===== src/rtl/smg_scan_decoder.sv =====
`timescale 1ns / 1ps
// Purpose : readback decoder for the 6-digit active-low multiplexed 7-seg bus; rebuilds whole frames.
// Latency : 2-cycle input sync + SETTLE_CYC dwell to capture; frame_valid 8 cycles after the completing capture.
// Backpr. : none; the bus is free-running and captures continue while a frame is being accumulated.
module smg_scan_decoder #(
  parameter int SETTLE_CYC  = 16,
  parameter int TIMEOUT_CYC = 100000
) (
  input  logic        sys_clk,
  input  logic        sys_rst_n,
  input  logic [5:0]  smg_wei_in,
  input  logic [7:0]  smg_duan_in,
  output logic        frame_valid,
  output logic [19:0] data_out,
  output logic [5:0]  point_out,
  output logic        sign_out,
  output logic        en_out,
  output logic        frame_err,
  output logic [23:0] digits_out
);

  localparam int SW = $clog2(SETTLE_CYC + 1);
  localparam int TW = $clog2(TIMEOUT_CYC + 1);

  // The settle counter saturates one below SETTLE_CYC; capture fires on the step into that value.
  localparam logic [SW-1:0] SETTLE_MAX = SW'(SETTLE_CYC - 1);
  localparam logic [SW-1:0] SETTLE_CAP = SW'(SETTLE_CYC - 2);

  // The idle counter saturates at TIMEOUT_CYC so the timeout fires once per blank stretch.
  localparam logic [TW-1:0] TIMEOUT_LAST = TW'(TIMEOUT_CYC - 1);
  localparam logic [TW-1:0] TIMEOUT_MAX  = TW'(TIMEOUT_CYC);

  localparam logic [3:0] CODE_BLANK = 4'hA;
  localparam logic [3:0] CODE_MINUS = 4'hB;
  localparam logic [3:0] CODE_BAD   = 4'hF;

  typedef enum logic [1:0] {
    ST_IDLE,
    ST_ACC,
    ST_DONE
  } state_t;

  // Synchronizer stages and previous-cycle copies of the bus.
  logic [5:0]    wei_meta;
  logic [5:0]    wei_sync;
  logic [7:0]    duan_meta;
  logic [7:0]    duan_sync;
  logic [5:0]    wei_prev;
  logic [7:0]    duan_prev;

  // Dwell qualification.
  logic [2:0]    pos;
  logic          pos_vld;
  logic          stable;
  logic [SW-1:0] settle_cnt;
  logic          cap_fire;
  logic [5:0]    cap_bit;

  // Pattern decode of the current segments.
  logic [3:0]    seg_code;
  logic          seg_dp;

  // Display-off detection.
  logic          all_off;
  logic [TW-1:0] idle_cnt;
  logic          timeout_fire;

  // Capture storage and frame mask.
  logic [23:0]   cap_codes;
  logic [5:0]    cap_dp;
  logic [5:0]    mask;

  // Frame assembly.
  state_t        state;
  logic          snap;
  logic [23:0]   work_codes;
  logic [5:0]    work_dp;
  logic [19:0]   acc;
  logic [2:0]    acc_idx;
  logic [3:0]    acc_code;
  logic [19:0]   acc_val;
  logic          has_minus;
  logic          has_bad;

  // Two-flop synchronizers; reset to the idle bus level (all lines high).
  always_ff @(posedge sys_clk or negedge sys_rst_n) begin
    if (!sys_rst_n) begin
      wei_meta  <= 6'h3F;
      wei_sync  <= 6'h3F;
      duan_meta <= 8'hFF;
      duan_sync <= 8'hFF;
    end else begin
      wei_meta  <= smg_wei_in;
      wei_sync  <= wei_meta;
      duan_meta <= smg_duan_in;
      duan_sync <= duan_meta;
    end
  end

  // Remember last cycle's bus so any change restarts the dwell.
  always_ff @(posedge sys_clk or negedge sys_rst_n) begin
    if (!sys_rst_n) begin
      wei_prev  <= 6'h3F;
      duan_prev <= 8'hFF;
    end else begin
      wei_prev  <= wei_sync;
      duan_prev <= duan_sync;
    end
  end

  // Map a single low select line to its position; anything else is not a valid dwell.
  always_comb begin
    pos     = 3'd0;
    pos_vld = 1'b1;
    case (wei_sync)
      6'b011111: pos = 3'd0;
      6'b101111: pos = 3'd1;
      6'b110111: pos = 3'd2;
      6'b111011: pos = 3'd3;
      6'b111101: pos = 3'd4;
      6'b111110: pos = 3'd5;
      default:   pos_vld = 1'b0;
    endcase
  end

  assign stable   = pos_vld && (wei_sync == wei_prev) && (duan_sync == duan_prev);
  assign cap_fire = stable && (settle_cnt == SETTLE_CAP);
  assign cap_bit  = cap_fire ? (6'd1 << pos) : 6'd0;

  // Dwell counter: restarts on any bus change, saturates so each dwell captures only once.
  always_ff @(posedge sys_clk or negedge sys_rst_n) begin
    if (!sys_rst_n) begin
      settle_cnt <= '0;
    end else if (!stable) begin
      settle_cnt <= '0;
    end else if (settle_cnt != SETTLE_MAX) begin
      settle_cnt <= settle_cnt + 1'b1;
    end
  end

  // Common-anode segment table; an all-dark bus is a blank digit and never carries a point.
  always_comb begin
    case (duan_sync[6:0])
      7'b1000000: seg_code = 4'd0;
      7'b1111001: seg_code = 4'd1;
      7'b0100100: seg_code = 4'd2;
      7'b0110000: seg_code = 4'd3;
      7'b0011001: seg_code = 4'd4;
      7'b0010010: seg_code = 4'd5;
      7'b0000010: seg_code = 4'd6;
      7'b1111000: seg_code = 4'd7;
      7'b0000000: seg_code = 4'd8;
      7'b0010000: seg_code = 4'd9;
      7'b0111111: seg_code = CODE_MINUS;
      default:    seg_code = CODE_BAD;
    endcase
    seg_dp = ~duan_sync[7];
    if (duan_sync == 8'hFF) begin
      seg_code = CODE_BLANK;
      seg_dp   = 1'b0;
    end
  end

  assign all_off      = (wei_sync == 6'h3F);
  assign timeout_fire = all_off && (idle_cnt == TIMEOUT_LAST);

  // Count consecutive all-off cycles; multi-select patterns are not "off" and restart the count.
  always_ff @(posedge sys_clk or negedge sys_rst_n) begin
    if (!sys_rst_n) begin
      idle_cnt <= '0;
    end else if (!all_off) begin
      idle_cnt <= '0;
    end else if (idle_cnt != TIMEOUT_MAX) begin
      idle_cnt <= idle_cnt + 1'b1;
    end
  end

  // Display-active flag: raised by any capture, dropped when the bus has been dark too long.
  always_ff @(posedge sys_clk or negedge sys_rst_n) begin
    if (!sys_rst_n) begin
      en_out <= 1'b0;
    end else if (timeout_fire) begin
      en_out <= 1'b0;
    end else if (cap_fire) begin
      en_out <= 1'b1;
    end
  end

  // Per-position capture store; a recapture simply overwrites the earlier value.
  always_ff @(posedge sys_clk or negedge sys_rst_n) begin
    if (!sys_rst_n) begin
      cap_codes <= '0;
      cap_dp    <= '0;
    end else if (cap_fire) begin
      cap_codes[{pos, 2'b00} +: 4] <= seg_code;
      cap_dp[pos]                  <= seg_dp;
    end
  end

  // Frame mask: cleared on snapshot or timeout, but a capture landing on the same edge is kept.
  always_ff @(posedge sys_clk or negedge sys_rst_n) begin
    if (!sys_rst_n) begin
      mask <= '0;
    end else if (snap || timeout_fire) begin
      mask <= cap_bit;
    end else begin
      mask <= mask | cap_bit;
    end
  end

  assign snap     = (state == ST_IDLE) && (mask == 6'h3F);
  assign acc_code = work_codes[{acc_idx, 2'b00} +: 4];
  assign acc_val  = (acc_code <= 4'd9) ? {16'd0, acc_code} : 20'd0;

  // Frame-wide flags taken from the snapshot while it is being accumulated.
  always_comb begin
    has_minus = 1'b0;
    has_bad   = 1'b0;
    for (int i = 0; i < 6; i++) begin
      if (work_codes[i*4 +: 4] == CODE_MINUS) has_minus = 1'b1;
      if (work_codes[i*4 +: 4] == CODE_BAD)   has_bad   = 1'b1;
    end
  end

  // Frame FSM: snapshot the completed mask, fold digits most-significant first, publish once.
  always_ff @(posedge sys_clk or negedge sys_rst_n) begin
    if (!sys_rst_n) begin
      state       <= ST_IDLE;
      work_codes  <= '0;
      work_dp     <= '0;
      acc         <= '0;
      acc_idx     <= '0;
      frame_valid <= 1'b0;
      data_out    <= '0;
      point_out   <= '0;
      sign_out    <= 1'b0;
      frame_err   <= 1'b0;
      digits_out  <= '0;
    end else begin
      frame_valid <= 1'b0;
      case (state)
        ST_IDLE: begin
          if (snap) begin
            work_codes <= cap_codes;
            work_dp    <= cap_dp;
            acc        <= '0;
            acc_idx    <= 3'd5;
            state      <= ST_ACC;
          end
        end
        ST_ACC: begin
          acc <= acc * 20'd10 + acc_val;
          if (acc_idx == 3'd0) begin
            state <= ST_DONE;
          end else begin
            acc_idx <= acc_idx - 3'd1;
          end
        end
        ST_DONE: begin
          data_out    <= acc;
          point_out   <= work_dp;
          digits_out  <= work_codes;
          sign_out    <= has_minus;
          frame_err   <= has_bad;
          frame_valid <= 1'b1;
          state       <= ST_IDLE;
        end
        default: state <= ST_IDLE;
      endcase
    end
  end

endmodule


===== config.mk =====
export PLATFORM = sky130hd
export DESIGN_NAME = smg_scan_decoder
export DESIGN_NICKNAME = d
export VERILOG_FILES = /design/src/rtl/smg_scan_decoder.sv
export SDC_FILE = /design/constraint.sdc
export NUM_CORES = 1
export LEC_CHECK = 0
export CAP_MARGIN = 25
export CORE_MARGIN = 5
export CORE_UTILIZATION = 45
export CTS_BUF_LIST = sky130_fd_sc_hd__clkbuf_16
export DETAILED_ROUTE_END_ITERATION = 8
export SETUP_SLACK_MARGIN = 0.15
export SYNTH_ARGS = -nofsm -noshare
export SYNTH_HDL_FRONTEND = slang
export SYNTH_SLANG_ARGS = --single-unit

===== constraint.sdc =====
create_clock -name sys_clk -period 4.8 [get_ports sys_clk]
set_clock_uncertainty 0.1 [all_clocks]
set_input_delay 0.96 -clock sys_clk [delete_from_list [all_inputs] [get_ports sys_clk]]
set_output_delay 0.96 -clock sys_clk [all_outputs]
set_load 0.03 [all_outputs]

* Word-level counts from Yosys, hierarchy flattened
Index checks and enable logic that the tools add are counted.
Word-level totals: word-level logic and storage cells 138, output and inout bits 54, bits in registers 209
Cells by class: reduce and logical (&&, ||, !) cells 17, mux-type cells 39, shifts and indexed selects 4, add/sub/neg operators 5, $lt $le $gt $ge 3, equality and inequality tests 44, bitwise logic cells 2, $mul 1
Operator list (count):
- 4-bit equality test, second input constant | 12
- 4-bit one-hot mux with 11 select lines | 1
- 6-bit equality test, second input constant | 7
- 20-bit one-hot mux with 2 select lines | 1
- 17-bit two-way mux | 2
- 24-bit bitwise mux | 1
- 4-bit by 7-bit variable shift with 24-bit output, first input constant | 1
- 24-bit by 6-bit indexed part select with 4-bit output | 1
- 4-bit by 7-bit indexed part select with 24-bit output | 1
- 7-bit by 5-bit equality test with 1-bit output, second input constant | 3
- 7-bit by 6-bit equality test with 1-bit output, second input constant | 3
- 7-bit equality test, second input constant | 3
- 20-bit by 4-bit adder with 20-bit output | 1
- 20-bit by 3-bit multiplier with 19-bit output, second input constant | 1
- 20-bit two-way mux | 1
- 1-bit two-way mux | 18
- 17-bit by 1-bit adder with 17-bit output, second input constant | 1
- 17-bit equality test, second input constant | 1
- 17-bit != test, second input constant | 1
- 3-bit one-hot mux with 5 select lines | 1
- 6-bit two-way mux | 2
- 5-bit two-way mux | 2
- 8-bit equality test | 1
- 8-bit equality test, second input constant | 1
- 34 further kinds | 48

* Longest topological paths before layout
depth after elaboration 9, depth in mapped cells 15

* Least setup slack after synthesis
OpenSTA, ideal clock, no wires.
path kind reg-to-reg, from register acc_idx[0], to register acc[19], stages on the path, launching flop included 16, path buffers 1, setup slack 1.307 ns, data required time 4.576 ns, clock period less this slack 3.493 ns, library setup time 0.124 ns, data arrival time 3.269 ns, cell sequence dfrtp_1 -> clkbuf_1 -> mux4_2 -> nand2_1 -> o21ai_0 -> nor2_1 -> ha_1 -> fa_1 -> a21o_1 -> nand4_1 -> inv_1 -> and2_1 -> and3_1 -> nand4_1 -> o311a_1 -> a211o_1
Between the ends: cells in the longest elaborated chain, start to end 5
Ends and longest elaborated chain:
- start: declaration | RTL line 79 | logic [2:0] acc_idx;
- start signal: assignment | RTL line 256 | acc_idx <= acc_idx - 3'd1;
- 24-bit by 6-bit indexed part select with 4-bit output * | RTL line 212 | assign acc_code = work_codes[{acc_idx, 2'b00} +: 4];
- 4-bit less-or-equal comparator | RTL line 213 | assign acc_val = (acc_code <= 4'd9) ? {16'd0, acc_code} : 20'd0;
- 4-bit two-way mux * | RTL line 213
- 20-bit by 4-bit adder with 20-bit output * | RTL line 252 | acc <= acc * 20'd10 + acc_val;
- 20-bit one-hot mux with 2 select lines * | RTL line 241 | case (state)
- end signal: assignment | RTL line 252
- end: declaration | RTL line 78 | logic [19:0] acc;
Every way passes the cells marked *; elsewhere a longest branch is shown, timed or not. A chain may end at the register's enable or synchronous reset.

* Final worst setup path
from register acc[1], to register acc[19]
Between the ends: cells in the longest elaborated chain, start to end 3
Ends and longest elaborated chain (RTL line):
- 20-bit by 3-bit multiplier with 19-bit output | 252
- 20-bit by 4-bit adder with 20-bit output | 252
- 20-bit one-hot mux with 2 select lines | 241
Every way passes these cells.

==> implementation parameters <==
Parameter                              Value

STA
  Upper clock frequency limit ... roughly 270 MHz
  Worst rel slew slack ... 39.7%
  RSZ-0062 raised after global routing ... false
  Least-Margin Pin Slew ... around 0.90 ns
  Count of final max-slew check failures ... 0
  Final worst-path cycle share ... 77.3%
  Final setup viols ... 0
  Final-report hold violation count ... 0
  Post-layout min period ... ~3.7 ns
  Final-layout setup total negative slack ... 0 ns

Worst setup path
  Largest driver fanout on the critical path ... 5
  Worst Setup Start Kind ... flip-flop
  Launch instance of the worst register-to-register path ... acc[1]
  Setup slack of the worst register-to-register path ... 1.09 ns
  Worst endpoint data arrival time ... approximately 4 ns
  Critical Path RT ... 5.10 ns
  Critical Setup Path Class ... flip-flop to flip-flop
  Sort of element at the end of the critical path ... flip-flop
  Reg2Reg Capture Point ... acc[19]
  Depth of the worst register-to-register path ... 11

GRT
  Largest net degree at the start of global routing ... 116
  Aggregate global routing overflow ... 0
  Wire length of the first global-routing pass ... 35100 um
  Initial antenna violation count ... 0
  Global router's overall resource usage ... 16.2%
  Number of global-route vias before repair ... 6909

Clock tree
  TritonCTS Buffers ... 23
  Clock-pin slew on the worst setup and hold paths ... ~0.060 ns
  Sinks on Clock Net ... between 200 and 250
  Cells resized by post-CTS repair ... 0
  Number of buffers inserted by hold repair at cts ... 0
  Clock tree root buffer cell ... sky130_fd_sc_hd__clkbuf_16
  Worst-Skew Late Latency ... 0.51 ns
  CTS tree ... built
  Buffer levels on the longest clock path ... 3
  H-tree lvl count ... 1
  Number of buffers inserted by post-CTS setup repair ... 0

Routing
  Detailed-route wire length per cell ... roughly 16 um
  Number of remaining DRC errors ... 0
  Detail Route Antenna Nets ... 0
  Vias after detailed routing ... 6763
  Detailed router's first-iteration violation count ... 283
  Number of vias per cell after detailed routing ... 5.36
  Wirelength, routed ... ~21000 um
  Number of detailed-routing iterations run before antenna repair ... 4

Placement
  # port buffers ... about 70
  DP Wirelength ... between 10000 and 15000 um
  Placed cell areas ... between 0.01 and 0.015 mm2
  Final weighted congestion in routability-driven placement ... 0.857
  Placed cell count ... 1219

Synth
  Synth unique cells ... 69
  Most area-hungry cell type in the Yosys netlist ... sky130_fd_sc_hd__dfrtp_1
  Proportion of synthesized chip area in sequential cells ... 51.7%
  Syn avg cell area ... 11.4 um2
  Net count after synthesis ... 961
  Synthesized area ... 0.0102 mm2
  Number of warning messages in the yosys log ... 0
  Synth area leaders ... sky130_fd_sc_hd__dfrtp_1 (41%), sky130_fd_sc_hd__dfstp_2 (11%), sky130_fd_sc_hd__mux2_2 (10%)
  Dominant register cell in the synthesized netlist ... sky130_fd_sc_hd__dfrtp_1
  Number of instances in the synthesized netlist ... 896
  Proportion of netlist area held by the largest area contributor ... roughly 41%
  Flip-flop and latch count after synthesis ... 209
  Proportion of register bits with asynchronous set or reset after synthesis ... 100%
  Number of enable-type register cells in the synthesized netlist ... 0

Die
  Std-Cell Rows ... 55
  Core area ... 0.0225 mm2
  Chip Height ... 161 um
  Area of the die ... 0.0258 mm2
  Initial Utilization ... 45.4%
  X dimension of the die ... between 150 and 200 um
  Top-level port count ... 70

Power and ir drop
  Internal Dissipation ... between 2 and 3 mW
  Switching fraction of total power ... 20.8%
  Static Leak ... 5.50 nW
  Total power divided by cell area ... about 310 mW/mm2
  Max VDD drop ... 217 uV
  Clock Power Share ... 48.7%
  Proportion of power drawn by flip-flops and latches ... 48.8%
  Switch Pwr ... 0.775 mW
  Post-route total power ... between 3 and 4 mW
  Combinational fraction of design power ... 2.5%

Run status
  Status ... finished, final reports clean

Layout
  Layout Cells excl Fill ... about 1300
  Fraction of final layout cells with drive strength greater than 1 ... 20.6%
  Area added between synthesis and finish ... 17.1%
  # nets final ... 1024
  Count of antenna diodes in the layout ... 0
  Design Area, Final ... 0.0120 mm2

Hold path
  Worst hold path cell count ... 0
  Startpoint of the tightest hold check path ... duan_meta[5]
  Worst min-delay path category ... flip-flop to flip-flop
  Worst hold path endpoint ... duan_sync[5]

Run
  Max-capacitance violation count ... 0
==> cell usage in the layout (no fill, tap or decap), types with 24 or more instances in the layout <==
| master | instances |
|---|---|
| sky130_fd_sc_hd__dfrtp_1 | 167 |
| sky130_fd_sc_hd__mux2_2 | 95 |
| sky130_fd_sc_hd__nand2_1 | 80 |
| sky130_fd_sc_hd__clkdlybuf4s50_1 | 68 |
| sky130_fd_sc_hd__nor2_1 | 58 |
| sky130_fd_sc_hd__ha_1 | 47 |
| sky130_fd_sc_hd__dfstp_2 | 42 |
| sky130_fd_sc_hd__o21ai_0 | 36 |
| sky130_fd_sc_hd__xnor2_1 | 32 |
| sky130_fd_sc_hd__inv_1 | 30 |
| sky130_fd_sc_hd__nand3_1 | 30 |
| sky130_fd_sc_hd__xor2_1 | 27 |
| sky130_fd_sc_hd__o22ai_1 | 25 |
| sky130_fd_sc_hd__clkbuf_16 | 24 |
==> power by group through the flow <==
stage	registers [mW]	clock network [mW]	logic, mW
after global routing	1.82	1.95	0.107
after floorplan	1.83	0	0.0518
after CTS	1.82	1.88	0.0955
final	1.82	1.82	0.0914
after global placement	1.85	0	0.0945
after detailed placement	1.85	0	0.0955
==> worst max-delay path, cell delays in order, from the launching register on <==
cell and delay (ns):
sky130_fd_sc_hd__dfrtp_1 0.44, sky130_fd_sc_hd__ha_1 0.32, sky130_fd_sc_hd__ha_1 0.24, sky130_fd_sc_hd__fa_1 0.42, sky130_fd_sc_hd__a21o_1 0.23, sky130_fd_sc_hd__a22oi_1 0.21
sky130_fd_sc_hd__nor2_1 0.06, sky130_fd_sc_hd__a211oi_1 0.46, sky130_fd_sc_hd__o2111a_1 0.31, sky130_fd_sc_hd__nand4_1 0.19, sky130_fd_sc_hd__o311a_1 0.39, sky130_fd_sc_hd__a211o_1 0.23
==> stage by stage <==
stage | setup WS (ns) | utilization [%] | hold slack [ns]
floorplan | 1.31 | - | 0.245
global placement | 1.20 | 49.7 | 0.246
detailed placement | 1.09 | 49.7 | 0.247
CTS | 1.08 | 53.2 | 0.254
global route | 0.741 | 53.2 | 0.256
finish | 1.09 | 53.2 | 0.253
==> cells by family (layout without fill, tap and decap cells) <==
family,after synthesis,after routing,share of synthesized area [%]
XOR/XNOR,59,59,5.06
AND/OR/NAND/NOR,269,269,13.5
buffers and inverters,65,145,2.55
AO/OA/AOI/OAI,141,141,9.21
multiplexers,104,104,11.8
adder cells (fa/ha/maj),49,49,6.15
flip-flops,209,209,51.7
==> worst max path at each step <==
stage               startpoint       to
floorplan           acc_idx[0]  acc[19]
global placement        acc[1]  acc[19]
finish                  acc[1]  acc[19]
global route        acc_idx[0]  acc[19]
detailed placement      acc[1]  acc[19]
CTS                     acc[1]  acc[19]
==> cell type report <==
cell class                 instances  area [um2]
multi-input combinational        622        4680
timing repair buffer              77         754
fill                            1973       10500
clock buffer                      24         601
clock inverter                    18         189
tap                              285         357
sequential                       209        5280
inverter                          26        97.6
==> registers in the layout (all words and copies together) (netlist names), 8 cells and up <==
| signal | cells |
|---|---|
| data_out | 20 |
| duan_meta | 8 |
| cap_codes | 24 |
| duan_sync | 8 |
| idle_cnt | 17 |
| digits_out | 24 |
| acc | 20 |
| work_codes | 24 |
| duan_prev | 8 |
==> layer usage <==
| layer | up-vias | part of all wire, % | track usage, % |
|---|---|---|---|
| met5 | - | 0 | 0 |
| met4 | 0 | 1.6 | 3.72 |
| met3 | 24 | 4.1 | 2.69 |
| met2 | 107 | 47 | 26.8 |
| met1 | 3296 | 48 | 22.5 |
| li1 | 3336 | - | - |
==> cells in the mapped netlist, types with 6 or more instances <==
| cell type | count |
|---|---|
| sky130_fd_sc_hd__o31ai_1 | 6 |
| sky130_fd_sc_hd__nor2b_1 | 10 |
| sky130_fd_sc_hd__clkbuf_1 | 29 |
| sky130_fd_sc_hd__nor3_1 | 12 |
| sky130_fd_sc_hd__nand2_1 | 80 |
| sky130_fd_sc_hd__nor2_1 | 58 |
| sky130_fd_sc_hd__nand3_1 | 30 |
| sky130_fd_sc_hd__dfrtp_1 | 167 |
| sky130_fd_sc_hd__or3_1 | 9 |
| sky130_fd_sc_hd__nand4_1 | 12 |
| sky130_fd_sc_hd__buf_2 | 7 |
| sky130_fd_sc_hd__and3_1 | 11 |
| sky130_fd_sc_hd__mux2_2 | 95 |
| sky130_fd_sc_hd__o21a_1 | 6 |
| sky130_fd_sc_hd__o22ai_1 | 25 |
| sky130_fd_sc_hd__nor4_1 | 9 |
| sky130_fd_sc_hd__dfstp_2 | 42 |
| sky130_fd_sc_hd__a21o_1 | 6 |
| sky130_fd_sc_hd__o21ai_0 | 36 |
| sky130_fd_sc_hd__xor2_1 | 27 |
| sky130_fd_sc_hd__inv_1 | 26 |
| sky130_fd_sc_hd__ha_1 | 47 |
| sky130_fd_sc_hd__xnor2_1 | 32 |
| sky130_fd_sc_hd__a21oi_1 | 19 |
No activity file was read; power rests on OpenSTA's default activity.
